--- config.mk ---
export PLATFORM = sky130hd
export DESIGN_NAME = regfile_sb
export DESIGN_NICKNAME = d
export VERILOG_FILES = /design/src/rtl/regfile_sb.sv
export SDC_FILE = /design/constraint.sdc
export NUM_CORES = 2
export LEC_CHECK = 0
export BUFFER_PORTS_ARGS = -buffer_cell sky130_fd_sc_hd__buf_2
export CAP_MARGIN = 20
export CORE_MARGIN = 4
export CORE_UTILIZATION = 55
export DETAILED_ROUTE_END_ITERATION = 10
export PLACE_DENSITY = 0.79
export SYNTH_ARGS = -nofsm -noshare
export SYNTH_HDL_FRONTEND = slang
export SYNTH_SLANG_ARGS = --single-unit
--- constraint.sdc ---
create_clock -name clk -period 8.25 [get_ports clk]
set_input_delay 2.0625 -clock clk [delete_from_list [all_inputs] [get_ports clk]]
set_output_delay 2.0625 -clock clk [all_outputs]
set_load 0.005 [all_outputs]
--- src/rtl/regfile_sb.sv ---
// regfile_sb: multi-read-port register file with a per-entry pending (scoreboard) bit,
// write-through bypass on reads and optional hardwired-zero entry 0.
module regfile_sb #(
    parameter int unsigned DATA_W   = 32,
    parameter int unsigned ADDR_W   = 5,
    parameter int unsigned NUM_RD   = 2,
    parameter int unsigned ZERO_REG = 1
) (
    input  logic                       clk,
    input  logic                       rst_n,
    input  logic [NUM_RD*ADDR_W-1:0]   rd_addr,
    output logic [NUM_RD*DATA_W-1:0]   rd_data,
    output logic [NUM_RD-1:0]          rd_ready,
    input  logic                       we,
    input  logic [ADDR_W-1:0]          wr_addr,
    input  logic [DATA_W-1:0]          wr_data,
    input  logic                       rsv_en,
    input  logic [ADDR_W-1:0]          rsv_addr,
    output logic [(2**ADDR_W)-1:0]     busy_vec
);

    localparam int unsigned DEPTH    = 2 ** ADDR_W;
    localparam bit          HAS_ZERO = (ZERO_REG != 0);

    logic [DATA_W-1:0] mem [DEPTH];
    logic [DEPTH-1:0]  busy;
    logic [DEPTH-1:0]  busy_nxt;
    logic              wr_ok;
    logic              rsv_ok;

    // Writes and reservations aimed at a hardwired-zero entry are dropped
    always_comb begin
        wr_ok  = we;
        rsv_ok = rsv_en;
        if (HAS_ZERO && (wr_addr == '0)) begin
            wr_ok = 1'b0;
        end
        if (HAS_ZERO && (rsv_addr == '0)) begin
            rsv_ok = 1'b0;
        end
    end

    // Data storage: async clear, one write port
    always_ff @(posedge clk or negedge rst_n) begin
        if (!rst_n) begin
            for (int unsigned i = 0; i < DEPTH; i++) begin
                mem[ADDR_W'(i)] <= '0;
            end
        end else if (wr_ok) begin
            mem[wr_addr] <= wr_data;
        end
    end

    // Pending-bit update: write clears, reserve sets, and set wins on collision
    always_comb begin
        busy_nxt = busy;
        if (wr_ok) begin
            busy_nxt[wr_addr] = 1'b0;
        end
        if (rsv_ok) begin
            busy_nxt[rsv_addr] = 1'b1;
        end
    end

    // Pending-bit register
    always_ff @(posedge clk or negedge rst_n) begin
        if (!rst_n) begin
            busy <= '0;
        end else begin
            busy <= busy_nxt;
        end
    end

    assign busy_vec = busy;

    // Per-port combinational read with write-through bypass
    for (genvar p = 0; p < int'(NUM_RD); p++) begin : g_rd
        logic [ADDR_W-1:0] ra;
        logic              zero_hit;
        logic              byp_hit;

        assign ra       = rd_addr[p*ADDR_W +: ADDR_W];
        assign zero_hit = HAS_ZERO && (ra == '0);
        assign byp_hit  = wr_ok && (wr_addr == ra);

        // Operand select and readiness for this port
        always_comb begin
            rd_data[p*DATA_W +: DATA_W] = mem[ra];
            rd_ready[p]                 = ~busy[ra];
            if (zero_hit) begin
                rd_data[p*DATA_W +: DATA_W] = '0;
                rd_ready[p]                 = 1'b1;
            end else if (byp_hit) begin
                rd_data[p*DATA_W +: DATA_W] = wr_data;
                rd_ready[p]                 = 1'b1;
            end
        end
    end

endmodule

* After elaboration in Yosys (flattened, before gate mapping)
Index checks and enable logic that the tools add are counted.
Cells by class: reductions and logical operators 9, multiplexer cells 29, bitwise logic cells 8, equality and inequality tests 2, $lt $le $gt $ge 10
Operators by type and width (number):
- $bwmux W1024 | 1
- $mux W32 | 11
- $bmux W32 S5 | 2
- $demux W32 S5 | 1
- $and A32 B32 Y32 | 1
- $not A32 Y32 | 1
- $or A32 B32 Y32 | 1
- $lt A5 B6 Y1 const B | 4
- $logic_not A5 Y1 | 4
- $ge A6 B6 Y1 const B | 3
- $not A5 Y6 | 3
- $bmux W1 S5 | 2
- $demux W1 S5 | 2
- $eq A5 B5 Y1 | 2
- $ge A5 B1 Y1 const B | 2
- $mux W1 | 10
- $lt A6 B1 Y1 const B | 1
- $logic_and A1 B1 Y1 | 5
- $not A1 Y1 | 2
Storage, ports and cells: logic and storage cells 91, bits in registers 1056, output and inout bits 98, input bits 56

* Logic depth before layout (Yosys ltp)
word-level depth 9, depth in mapped cells 10, mapped depth without buffers 5

* Least setup slack after synthesis
OpenSTA, ideal clock, no wires.
kind in2out, start input rd_addr[0], end output rd_data[24], data required time 6.188 ns, arrival 3.809 ns, setup slack 2.378 ns, stages 10, cell sequence buf_2 buf_6 buf_6 buf_2 buf_2 mux2i_1 o22ai_1 a211oi_1 o21ai_0 a32o_1
Between the ends: word-level cells in the longest chain between the ends 6, elaborated cells between the ends (all ways) 9, classes of those cells eq/ne (1); mux (5); bitwise (1); reduce/logical (2)
RTL lines:
- start: declaration | RTL line 11 | input logic [NUM_RD*ADDR_W-1:0] rd_addr,
- $not A5 Y6 (not written as such) | RTL line 88 | rd_data[p*DATA_W +: DATA_W] = mem[ra];
- $bmux W32 S5 | RTL line 88
- $mux W32 (not written as such) (2 in series) | RTL line 88
- $mux W32 | RTL line 93 | end else if (byp_hit) begin
- $mux W32 * | RTL line 90 | if (zero_hit) begin
- end: declaration | RTL line 12 | output logic [NUM_RD*DATA_W-1:0] rd_data,
Every way passes the cells marked *; elsewhere a longest branch is shown, timed or not. The select of a mux whose other input is x is not followed.

* Worst setup path after layout
start input wr_addr[3], end output rd_data[17]
Between the ends: word-level cells in the longest chain between the ends 5, elaborated cells between the ends (all ways) 6, classes of those cells eq/ne (1); mux (3); reduce/logical (2)
RTL lines:
- start: declaration | RTL line 15 | input logic [ADDR_W-1:0] wr_addr,
- $logic_not A5 Y1 | RTL line 35 | if (HAS_ZERO && (wr_addr == '0)) begin
- $mux W1 | RTL line 35
- $logic_and A1 B1 Y1 * | RTL line 84 | assign byp_hit = wr_ok && (wr_addr == ra);
- $mux W32 * | RTL line 93
- $mux W32 * | RTL line 90
Every way passes the cells marked *; elsewhere a longest branch is shown, timed or not.

==> reports/metrics.yaml <==
grt_max_degree: 177
cts_buffer_depth: 3
post_cts_resized: 0
skew_ns: 0
comb_power_share: 0.198
overflow: 0
p_int_mw: 11.27
syn_avg_cell_area_um2: 13.87
root_buffer: "clkbuf_16"
setup_viol_count_final: 0
grt_pass1_vias: 40380
worstSetupStartpoint: "wr_addr[3]"
cts_hold_buf: 0
critPathCapture: "rd_data[17]"
synth_cell_types: 48
setup-tns-final_ns: 0
synth_area_leaders: "dfrtp_1 47%, mux2_2 20%, mux4_2 13%"
wirelength_um: 181000
dieArea_um2: 108500
rsz0062_at_grt: "no"
critPathCaptureType: "primary output"
layout_commonest_cell: "dfrtp_1"
reg2reg_to: "mem[637]"
antenna_found_initial: 17
area_growth_pct: 10.38
r2r_cells: 1
fillCellCount: 7647
leakage_nw: 27.94
ys_dominant_reg_cell: "dfrtp_1"
rows: 117
ys_warn_count: 0
p_switching_mw: 4.270
yosysTopAreaCell: "dfrtp_1"
grt_usage: 0.3341
htreeDepth: 3
ir_drop_v: 0.0002147
max_clock_freq_mhz: 143.1
chipWidth_um: 329.3
hpwl_um: 107000
p_seq_frac: 0.446
synth_top_area_frac: 0.4653
globalplace.congestion: 0.8740
coreArea_um2: 102200
place_inst: 5261
grt_pass1_wl_um: 268900
slew_violations: 0
cts.sinks: 1056
crit_fanout: 17
post_route_cells_drive_above_1_share: 0.4461
arrival_ns: 4.92
final_cell_mix: "1,056 x dfrtp_1, 991 x mux2_2, 433 x mux2i_1"
fin_crit_sh: 0.8469
cp_slowest_cell: "a21oi_4"
insertion_delay_ns: 0.68
die-height_um: 329.3
cpPeakStageDelay_ns: 0.77
min_period_ns: 6.987
cp_data_required_time_ns: 6.19
yosysSeqAreaShare: 0.4653
ys_ff_latch: 1056
hold_class: "register to register"
cts_buffers: 108
post_drt_via_cell_ratio: 7.210
drv_cap: 0
sw_frac_of_total: 0.2747
start_util: 0.5558
crit_chain: "buf_2 -> or3_1 -> o2111ai_1 -> nor4_2 -> a21oi_4 -> buf_4 -> a32o_1 -> buf_2"
drt_iter0_drc: 4508
start_kind: "input port"
layout.nets: 4059
first_pass_iters: 5
clkPwrFrac: 0.355
clkTransAtPathRegs_ns: 0.06
post_cts.repair.setup_buffers: 0
synth_nets: 4151
final_cells: 5472
crit_type: "input port to primary output"
status: "completed"
netlist_instances: 4095
syn-cell-area_um2: 56790
crit_path_frequent_cell: "buf_2"
async_flop_share: 1.000
vias: 39460
io_buffers: 153
synth-edff-count: 0
tightest_slew_ns: 1.059
p_per_area_nw_per_um2: 247.9
postRouteAntennaNets: 0
slew_headroom: 0.2928
worst-r2r-setup-slack_ns: 7.42
avgRoutedWirePerCell_um: 33.08
r2r-start: "mem[637]"
pin_count: 154
hold_violations: 0
remaining_drc_errors: 0
cts_tree: "done"
registers in the layout, summed over array words and instances (netlist names):
signal / flops
busy_vec: 32
mem: 1024
logic make-up after synthesis:
kind of cell / synth area share
AOI/OAI and AO/OA: 0.06202
xor gates and xnor gates: 0.001542
buffers and inverters: 0.03448
DFF: 0.4653
muxes: 0.4136
and+or+nand+nor: 0.02309
metrics by stage:
stage	cell area (um2)	utilization	hold slack, ns	power [mW]	setup WS (ns)
after CTS	62660	0.6132	0.3982	15.52	1.369
after detailed placement	58660	0.5741	0.3836	10.03	1.378
final	62690	0.6135	0.3979	15.54	1.263
after global placement	58650	0.5739	0.3763	9.869	1.406
after floorplan	56790	-	0.4413	9.011	2.378
after global routing	62660	0.6133	0.4030	16.11	1.277
synthesized netlist by cell type (all sizes together) (4+ instances only):
| library cell | number |
|---|---|
| nor3b | 6 |
| a21oi | 62 |
| nand4b | 6 |
| clkbuf | 255 |
| or2 | 5 |
| a22oi | 129 |
| buf | 210 |
| a32o | 37 |
| o22ai | 49 |
| nand3 | 7 |
| xnor2 | 7 |
| a22o | 42 |
| nor3 | 21 |
| a211oi | 48 |
| mux2i | 433 |
| o211ai | 19 |
| nor2 | 20 |
| a41oi | 15 |
| nand2 | 172 |
| o21ai | 45 |
| nor2b | 7 |
| o221ai | 31 |
| nand3b | 7 |
| dfrtp | 1056 |
| nand2b | 5 |
| and2 | 4 |
| mux4 | 338 |
| mux2 | 1025 |
| a221o | 4 |
| nand4 | 17 |
critical path, delay by kind of cell:
family	cells	cell delay, ns
buffers and inverters	3	0.87
and+or+nand+nor	2	0.50
AOI/OAI and AO/OA	3	1.46
power groups by stage:
stage	registers (mW)	logic, mW	clock network (mW)
6_report	6.94	3.08	5.52
2_1_floorplan	6.73	2.29	0
4_1_cts	6.91	3.06	5.55
3_5_place_dp	6.99	3.04	0
3_3_place_gp	6.92	2.94	0
5_1_grt	7.05	3.30	5.76
metal layers:
metal / GRT usage / vias up / part of all wire
met5: 0 / - / 0.00034
met4: 0.1767 / 10 / 0.063
met3: 0.09063 / 680 / 0.11
met2: 0.5080 / 2408 / 0.45
met1: 0.4428 / 20850 / 0.37
li1: - / 15510 / -
worst min-delay path by stage:
stage                         start   endpoint  slack (ns)  cells after the start
after CTS                 mem[1015]  mem[1015]        0.40                      0
final                     mem[1019]  mem[1019]        0.40                      0
after detailed placement  mem[1015]  mem[1015]        0.38                      0
after global placement     mem[997]   mem[997]        0.38                      0
after floorplan           mem[1003]  mem[1003]        0.44                      1
after global routing      mem[1015]  mem[1015]        0.40                      0
layout make-up:
| type | instances | area (um2) | share of cell area |
|---|---|---|---|
| antenna | 11 | 27.53 | 0.0004391 |
| clock buffer | 147 | 3079 | 0.04912 |
| clock inverter | 53 | 918.4 | 0.01465 |
| inverter | 1 | 3.754 | 0.00005988 |
| multi-input combinational | 2573 | 28640 | 0.4568 |
| sequential | 1056 | 26430 | 0.4215 |
| tap | 1368 | 1712 | 0.02730 |
| timing repair buffer | 263 | 1884 | 0.03006 |
No activity file was read; power rests on OpenSTA's default activity.
